===== config.mk =====
export PLATFORM = sky130hd
export DESIGN_NAME = overflow_req_gen
export DESIGN_NICKNAME = d
export VERILOG_FILES = /design/src/rtl/overflow_req_gen.sv
export SDC_FILE = /design/constraint.sdc
export NUM_CORES = 1
export LEC_CHECK = 0
export BUFFER_PORTS_ARGS = -buffer_cell sky130_fd_sc_hd__buf_2
export CORE_MARGIN = 1.5
export CORE_UTILIZATION = 54
export DETAILED_ROUTE_END_ITERATION = 8
export PLACE_DENSITY = 0.85
export SYNTH_ARGS = -nofsm -noshare
export SYNTH_HDL_FRONTEND = slang
export SYNTH_SLANG_ARGS = --single-unit

===== constraint.sdc =====
create_clock -name clk -period 7.35 [get_ports clk]
set_input_delay 0.735 -clock clk [delete_from_list [all_inputs] [get_ports clk]]
set_output_delay 0.735 -clock clk [all_outputs]
set_load 0.05 [all_outputs]

===== src/rtl/overflow_req_gen.sv =====
// Per-channel overflow-interval timestamper: captures start/end LTC of each overflow
// interval and hands it to the shared FIFO controller over a 4-phase req/ack.
module overflow_req_gen #(
  parameter int P_LTC_WIDTH      = 48,
  parameter int P_DROP_CNT_WIDTH = 16
) (
  input  logic                        clk,
  input  logic                        rst,
  input  logic [P_LTC_WIDTH-1:0]      ltc_in,
  input  logic                        overflow_in,
  input  logic                        ack,
  output logic                        req,
  output logic [P_LTC_WIDTH-1:0]      overflow_start_ltc,
  output logic [P_LTC_WIDTH-1:0]      overflow_end_ltc,
  output logic [P_DROP_CNT_WIDTH-1:0] drop_count,
  output logic                        busy
);

  typedef enum logic [1:0] {
    S_IDLE         = 2'd0,
    S_REQ          = 2'd1,
    S_WAIT_ACK_LOW = 2'd2
  } state_t;

  localparam logic [P_DROP_CNT_WIDTH-1:0] DROP_MAX = {P_DROP_CNT_WIDTH{1'b1}};

  state_t                   state, state_nxt;
  logic                     load_outputs;

  logic                     ovf_q;
  logic                     ovf_rise;
  logic                     ovf_fall;
  logic [P_LTC_WIDTH-1:0]   start_cap;

  logic                     pending_valid;
  logic [P_LTC_WIDTH-1:0]   pending_start;
  logic [P_LTC_WIDTH-1:0]   pending_end;
  logic                     pending_accept;

  assign ovf_rise = overflow_in & ~ovf_q;
  assign ovf_fall = ~overflow_in & ovf_q;

  // A completing interval may refill the slot in the same cycle the FSM drains it.
  assign pending_accept = ovf_fall & (~pending_valid | load_outputs);

  // NOTE: sequential state uses non-blocking (<=) so every register samples pre-edge values.
  always_ff @(posedge clk) begin
    if (rst) begin
      ovf_q <= 1'b0;
    end else begin
      ovf_q <= overflow_in;
    end
  end

  // NOTE: pure data registers are not reset; their validity is carried by ovf_q/pending_valid.
  always_ff @(posedge clk) begin
    if (ovf_rise) begin
      start_cap <= ltc_in;
    end
  end

  always_ff @(posedge clk) begin
    if (rst) begin
      pending_valid <= 1'b0;
    end else if (pending_accept) begin
      pending_valid <= 1'b1;
    end else if (load_outputs) begin
      pending_valid <= 1'b0;
    end
  end

  always_ff @(posedge clk) begin
    if (pending_accept) begin
      pending_start <= start_cap;
      pending_end   <= ltc_in;
    end
  end

  always_ff @(posedge clk) begin
    if (rst) begin
      drop_count <= '0;
    end else if (ovf_fall && !pending_accept && drop_count != DROP_MAX) begin
      drop_count <= drop_count + 1'b1;
    end
  end

  always_ff @(posedge clk) begin
    if (rst) begin
      state <= S_IDLE;
    end else begin
      state <= state_nxt;
    end
  end

  // NOTE: every output of this block is defaulted first so no latch can be inferred.
  always_comb begin
    state_nxt    = state;
    load_outputs = 1'b0;
    case (state)
      S_IDLE: begin
        if (pending_valid) begin
          load_outputs = 1'b1;
          state_nxt    = S_REQ;
        end
      end
      S_REQ: begin
        if (ack) begin
          state_nxt = S_WAIT_ACK_LOW;
        end
      end
      S_WAIT_ACK_LOW: begin
        if (!ack) begin
          state_nxt = S_IDLE;
        end
      end
      default: state_nxt = S_IDLE;
    endcase
  end

  // Outputs stay frozen from load until the handshake returns to idle.
  always_ff @(posedge clk) begin
    if (rst) begin
      overflow_start_ltc <= '0;
      overflow_end_ltc   <= '0;
    end else if (load_outputs) begin
      overflow_start_ltc <= pending_start;
      overflow_end_ltc   <= pending_end;
    end
  end

  assign req  = (state == S_REQ);
  assign busy = (state != S_IDLE) | pending_valid;

endmodule


==> results of run 1 <==
==> sequential cells by signal, summed over array words and instances (netlist names) <==
register	cells
overflow_start_ltc	48
pending_start	48
drop_count	16
pending_end	48
start_cap	48
ovf_q	1
state	2
pending_valid	1
overflow_end_ltc	48
==> kinds of logic after synthesis <==
logic type	share of synthesized area
flops	0.774
mux	0.00394
buf+inv	0.0176
xor+xnor	0.00102
simple gates	0.125
fa+ha+maj	0.00146
compound gates	0.0771
==> stage by stage <==
stage          power (W)  utilization
2_1_floorplan    0.00171            -
5_1_grt          0.00313        0.680
6_report         0.00303        0.680
4_1_cts          0.00306        0.680
3_3_place_gp     0.00175        0.624
3_5_place_dp     0.00175        0.624
==> worst max-delay path, delay by kind of cell, from the launching register on <==
kind            cells  cell delay [ps]
simple gates        1              990
buf+inv             1              740
flops               1              360
compound gates      1              260
==> layer usage <==
metal  track usage  vias to the layer above  part of all wire
met5             0                        -            0.0011
met4        0.0542                        2             0.021
met3        0.0702                       34             0.083
met2         0.352                      199              0.49
met1         0.258                     2643              0.40
li1              -                     2717                 -
==> layout make-up <==
type                       count  area [um2]
sequential                   260        6650
fill                        1057        4910
multi-input combinational    381        1810
tap                          211         264
clock inverter                19         195
inverter                       3        11.3
timing repair buffer         169         858
clock buffer                  29         672
==> power by group through the flow <==
stage	registers (W)	logic, W	clock network [W]
2_1_floorplan	0.00167	0.0000422	0
3_3_place_gp	0.00162	0.000124	0
3_5_place_dp	0.00163	0.000127	0
4_1_cts	0.00160	0.000128	0.00134
5_1_grt	0.00160	0.000136	0.00140
6_report	0.00160	0.000126	0.00131
==> path summary, 6_finish.rpt <==
kind / start / end / slack (ps) / cells past startpoint
worst min register to register: start_cap[25] / pending_start[25] / 420 / 0
worst max-delay path: state[1] / pending_start[30] / 4540 / 3
worst min-delay path: ltc_in[2] / start_cap[2] / 400 / 1
worst max register to register: state[1] / pending_start[30] / 4540 / 3
==> cell usage in the layout, fill, tap and decap left out, drive strengths merged, types with 3 or more instances in the layout <==
| cell | synthesis | final |
|---|---|---|
| a21oi | 110 | 110 |
| nor2b | 5 | 5 |
| nand4 | 5 | 5 |
| clkbuf | 33 | 29 |
| nand2 | 196 | 196 |
| o31ai | 7 | 7 |
| nand3 | 6 | 6 |
| or4 | 10 | 10 |
| mux2 | 3 | 3 |
| o21ai | 5 | 5 |
| bufinv | 0 | 3 |
| clkinv | 0 | 13 |
| inv | 3 | 3 |
| buf | 4 | 169 |
| nor4 | 5 | 5 |
| or3 | 3 | 3 |
| edfxtp | 144 | 144 |
| clkinvlp | 0 | 3 |
| nor3 | 3 | 3 |
| dfxtp | 116 | 116 |
| nor2 | 6 | 6 |
==> impl_metrics.tcl, run 1 <==
set metrics [dict create \
    worst_slack_ps 4540 \
    startpoint_type "flip-flop" \
    combinationalPowerShare 0.042 \
    worst_pin_slew_ps 1200 \
    cts.repair.resized 0 \
    synth_async_sr_flop_share 0 \
    vias_per_cell 5.22 \
    cp_cell_sequence "o21ai_2 > nor2b_4 > buf_4" \
    postCtsSetupRepairBufs 0 \
    nets 894 \
    cts_buffer_depth 3 \
    drv_slew 0 \
    syn_to_final_growth_pct 21.8 \
    worst-endpoint-arrival_ps 2950 \
    worstPathMaxFanout 56 \
    dr.first_iter.drc_count 303 \
    seq_area_frac_synth 0.774 \
    hold_bufs_inserted_after_cts 0 \
    timing.final.setup_violations 0 \
    cts.sink_count 260 \
    grt_first_pass_wirelength_um 27000 \
    final_min_period_over_clock_period 0.383 \
    slew-limit-headroom 0.200 \
    clkTransAtPathRegs_ps 60 \
    place.detailed.instances 1024 \
    period_needed_ps 2810 \
    category_of_the_most_critical_setup_path "reg -> reg" \
    syn-num-nets 734 \
    crit_path_end_kind "flip-flop" \
    report.final.hold_viol_count 0 \
    total_leakage_power_nw 3.91 \
    clk_pwr_share 0.432 \
    pwr-share-seq 0.527 \
    largest_voltage_drop_on_the_vdd_net_mv 0.339 \
    route.final.wire_length_um 17100 \
    synth-warning-count 0 \
    die_width_um 129 \
    slowest_stage "sky130_fd_sc_hd__nor2b_4" \
    insertedDiodeCount 0 \
    detailedPlace.worstSlack_ps 4100 \
    dieArea_um2 16700 \
    max_freq_ghz 0.355 \
    starting_density_of_the_core 0.558 \
    core_area_um2 15400 \
    numCtsBuffers 26 \
    synth_area_per_cell_um2 12.6 \
    finish.cell_count_without_fillers 1072 \
    post_synth_instance_area_um2 8580 \
    final_area_um2 10500 \
    top_count_cell_post_synth "sky130_fd_sc_hd__nand2_1" \
    synth_largest_type_area_fraction 0.504 \
    track_usage 0.208 \
    post_dp_cell_area_um2 9590 \
    rsz0062_at_grt "no" \
    dominant_synthesized_flop_cell "sky130_fd_sc_hd__edfxtp_1" \
    dr.pass1.iters 5 \
    finalWeightedCongestion 0.806 \
    total_internal_power_w 0.00238 \
    grt_remaining_overflow 0 \
    areal_power_density_over_the_cells_nw_per_um2 290 \
    num_rows 45 \
    remaining_drc_errors 0 \
    worst_hold_path_type "in -> reg" \
    max-cap-violations 0 \
    worstPathRequired_ps 7490 \
    timing.clock.skew_ps 13.5 \
    status "completed" \
    wl_per_cell_um 16.0 \
    clockRootBuffer "sky130_fd_sc_hd__clkbuf_16" \
    synth_common_cells "sky130_fd_sc_hd__nand2_1 (196), sky130_fd_sc_hd__edfxtp_1 (144), sky130_fd_sc_hd__dfxtp_1 (116), sky130_fd_sc_hd__a21oi_1 (110), sky130_fd_sc_hd__clkbuf_1 (33)" \
    synthTopCellsByArea "sky130_fd_sc_hd__edfxtp_1 (50%), sky130_fd_sc_hd__dfxtp_1 (27%), sky130_fd_sc_hd__nand2_1 (8.6%)" \
    hold_slack_ps 402 \
    num_vias 5595 \
    antenna_found_initial 1 \
    chipHeight_um 129 \
    tritoncts "done" \
    yosys_cell_types 36 \
    drt.antenna.violating_nets 0 \
    synth-edff-count 144 \
    first_global_vias 5443 \
    ios 166 \
    layout-drive-gt1-share 0.258 \
    power.share.switching 0.215 \
    switching_power_w 0.000651 \
    count_of_mapped_cells_out_of_synthesis 681 \
    post_dp_hpwl_um 10100 \
    grt_max_degree 98 \
    critPathMaxStageDelay_ps 990 \
    htreeDepth 1 \
    post-synth-top-area-cell "sky130_fd_sc_hd__edfxtp_1" \
    synth-seq-cells 260 \
    clock_latency_ps 520 \
    portBuffers 165 \
    finalSetupTns_ps 0 \
]
(Power assumes the default switching activity.)
==> run 2, diff against run 1 <==
--- a/config.mk
+++ b/config.mk
@@ -7,9 +7,9 @@
 export LEC_CHECK = 0
 export BUFFER_PORTS_ARGS = -buffer_cell sky130_fd_sc_hd__buf_2
 export CORE_MARGIN = 1.5
-export CORE_UTILIZATION = 54
+export CORE_UTILIZATION = 49
 export DETAILED_ROUTE_END_ITERATION = 8
-export PLACE_DENSITY = 0.85
+export PLACE_DENSITY = 0.82
 export SYNTH_ARGS = -nofsm -noshare
 export SYNTH_HDL_FRONTEND = slang
 export SYNTH_SLANG_ARGS = --single-unit
==> constraint.sdc (replaced) <==
create_clock -name clk -period 2.25 [get_ports clk]
set_input_delay 0.225 -clock clk [delete_from_list [all_inputs] [get_ports clk]]
set_output_delay 0.225 -clock clk [all_outputs]
set_load 0.05 [all_outputs]
==> impl_metrics.tcl, run 2 (synthesis results as in run 1) <==
set metrics [dict create \
    starting_density_of_the_core 0.498 \
    clkTransAtPathRegs_ps 60 \
    layout-drive-gt1-share 0.252 \
    cts_buffer_depth 3 \
    die_width_um 135 \
    ios 166 \
    dieArea_um2 18300 \
    clockRootBuffer "sky130_fd_sc_hd__clkbuf_16" \
    hold_depth 2 \
    dr.pass1.iters 4 \
    finalWeightedCongestion 0.879 \
    max_freq_ghz 0.477 \
    total_leakage_power_nw 4.20 \
    slowest_stage "sky130_fd_sc_hd__or4_1" \
    insertedDiodeCount 0 \
    combinationalPowerShare 0.051 \
    slew-limit-headroom 0.550 \
    route.final.wire_length_um 18400 \
    final_util 0.646 \
    grt_max_degree 61 \
    track_usage 0.200 \
    critPathMaxStageDelay_ps 500 \
    post_dp_hpwl_um 10500 \
    worst-endpoint-arrival_ps 2490 \
    commonest_non_fill_non_tap_cell_in_the_layout "sky130_fd_sc_hd__nand2_1" \
    cp_cell_sequence "ha_1 > nand4_1 > or4_1 > nor4_1 > mux2_1" \
    antenna_found_initial 0 \
    tritoncts "done" \
    grt_first_pass_wirelength_um 28900 \
    switching_power_w 0.00209 \
    final_min_period_over_clock_period 0.932 \
    areal_power_density_over_the_cells_nw_per_um2 900 \
    hold_end "ovf_q" \
    timing.clock.skew_ps 11.2 \
    chipHeight_um 135 \
    power.share.switching 0.208 \
    timing.critical_path.buf_inv 0 \
    worst_hold_path_type "in -> reg" \
    cpLargestDelayFamily "simple AND/OR/NAND/NOR gates" \
    rsz0062_at_grt "no" \
    cts.sink_count 260 \
    vias_per_cell 5.14 \
    numCtsBuffers 26 \
    wl_per_cell_um 16.1 \
    worst_hold_launch "overflow_in" \
    core_area_um2 17200 \
    worstPathMaxFanout 8 \
    grt_remaining_overflow 0 \
    num_rows 48 \
    beginning_of_the_worst_register_to_register_path "drop_count[0]" \
    worst_pin_slew_ps 675 \
    portBuffers 165 \
    rrSetupSlack_ps 150 \
    timing.final.setup_violations 0 \
    finalSetupTns_ps 0 \
    remaining_drc_errors 0 \
    status "completed" \
    first_global_vias 5787 \
    startpoint_type "flip-flop" \
    pwr-share-seq 0.520 \
    r2r-end "drop_count[14]" \
    clk_pwr_share 0.429 \
    largest_voltage_drop_on_the_vdd_net_mv 0.712 \
    drt.antenna.violating_nets 0 \
    total_internal_power_w 0.00793 \
    timing.reg2reg.worst_path_depth 5 \
    period_needed_ps 2100 \
    category_of_the_most_critical_setup_path "reg -> reg" \
    postCtsSetupRepairBufs 0 \
    report.final.hold_viol_count 0 \
    worstPathRequired_ps 2640 \
    num_vias 5865 \
    max-cap-violations 0 \
    htreeDepth 1 \
    nets 950 \
    syn_to_final_growth_pct 29.7 \
    clock_latency_ps 510 \
    crit_path_end_kind "flip-flop" \
    commonest_cells_after_routing_fill_and_taps_aside "sky130_fd_sc_hd__nand2_1 (195), sky130_fd_sc_hd__buf_2 (164), sky130_fd_sc_hd__edfxtp_1 (144)" \
    drv_slew 0 \
    dr.first_iter.drc_count 405 \
]
==> run 2: through the flow <==
stage	total power [W]	worst slack, ps	area (um2)	hold WS, ps	instances
3_3_place_gp	0.00574	274	9760	400	1045
4_1_cts	0.0101	160	11100	9.51	1142
5_1_grt	0.0103	9.39	11100	30.3	1142
2_1_floorplan	0.00557	-199	8610	324	681
6_report	0.0100	152	11100	45.1	1142
3_5_place_dp	0.00575	181	9760	405	1045
==> run 2: what timing repair did <==
action / 4_1_cts / 5_1_grt
gates resized for setup: 0 / 0
hold buffers: 49 / 0
endpoints found under the hold margin: 98 / 0
==> run 2: layer usage <==
layer / GRT usage / vias up / part of all wire
met5: 0 / - / 0
met4: 0.0597 / 0 / 0.018
met3: 0.0498 / 36 / 0.072
met2: 0.334 / 207 / 0.49
met1: 0.260 / 2800 / 0.42
li1: - / 2822 / -
==> run 2: power groups by stage <==
stage	clock, W	combinational (W)	sequential, W
4_1_cts	0.00437	0.000508	0.00521
5_1_grt	0.00458	0.000545	0.00522
2_1_floorplan	0	0.000139	0.00543
3_3_place_gp	0	0.000434	0.00531
3_5_place_dp	0	0.000440	0.00531
6_report	0.00430	0.000508	0.00521
==> run 2: how the worst max path moves through the flow <==
| stage | startpoint | to | slack, ps | cells past startpoint |
|---|---|---|---|---|
| after floorplan | state[0] | pending_end[0] | -200 | 2 |
| after global placement | drop_count[0] | drop_count[14] | 270 | 5 |
| after detailed placement | drop_count[0] | drop_count[14] | 180 | 5 |
| after CTS | drop_count[0] | drop_count[14] | 160 | 5 |
| after global routing | drop_count[0] | drop_count[14] | 9 | 5 |
| final | drop_count[0] | drop_count[14] | 150 | 5 |
==> run 2: cell type report <==
cell class / count / area [um2]
flip-flops and latches: 260 / 6650
fillers: 1235 / 6100
inverters: 3 / 11.3
clock inverters: 9 / 72.6
multi-input cells: 381 / 1820
clock buffers: 39 / 812
repair buffers: 225 / 1490
well taps: 225 / 282
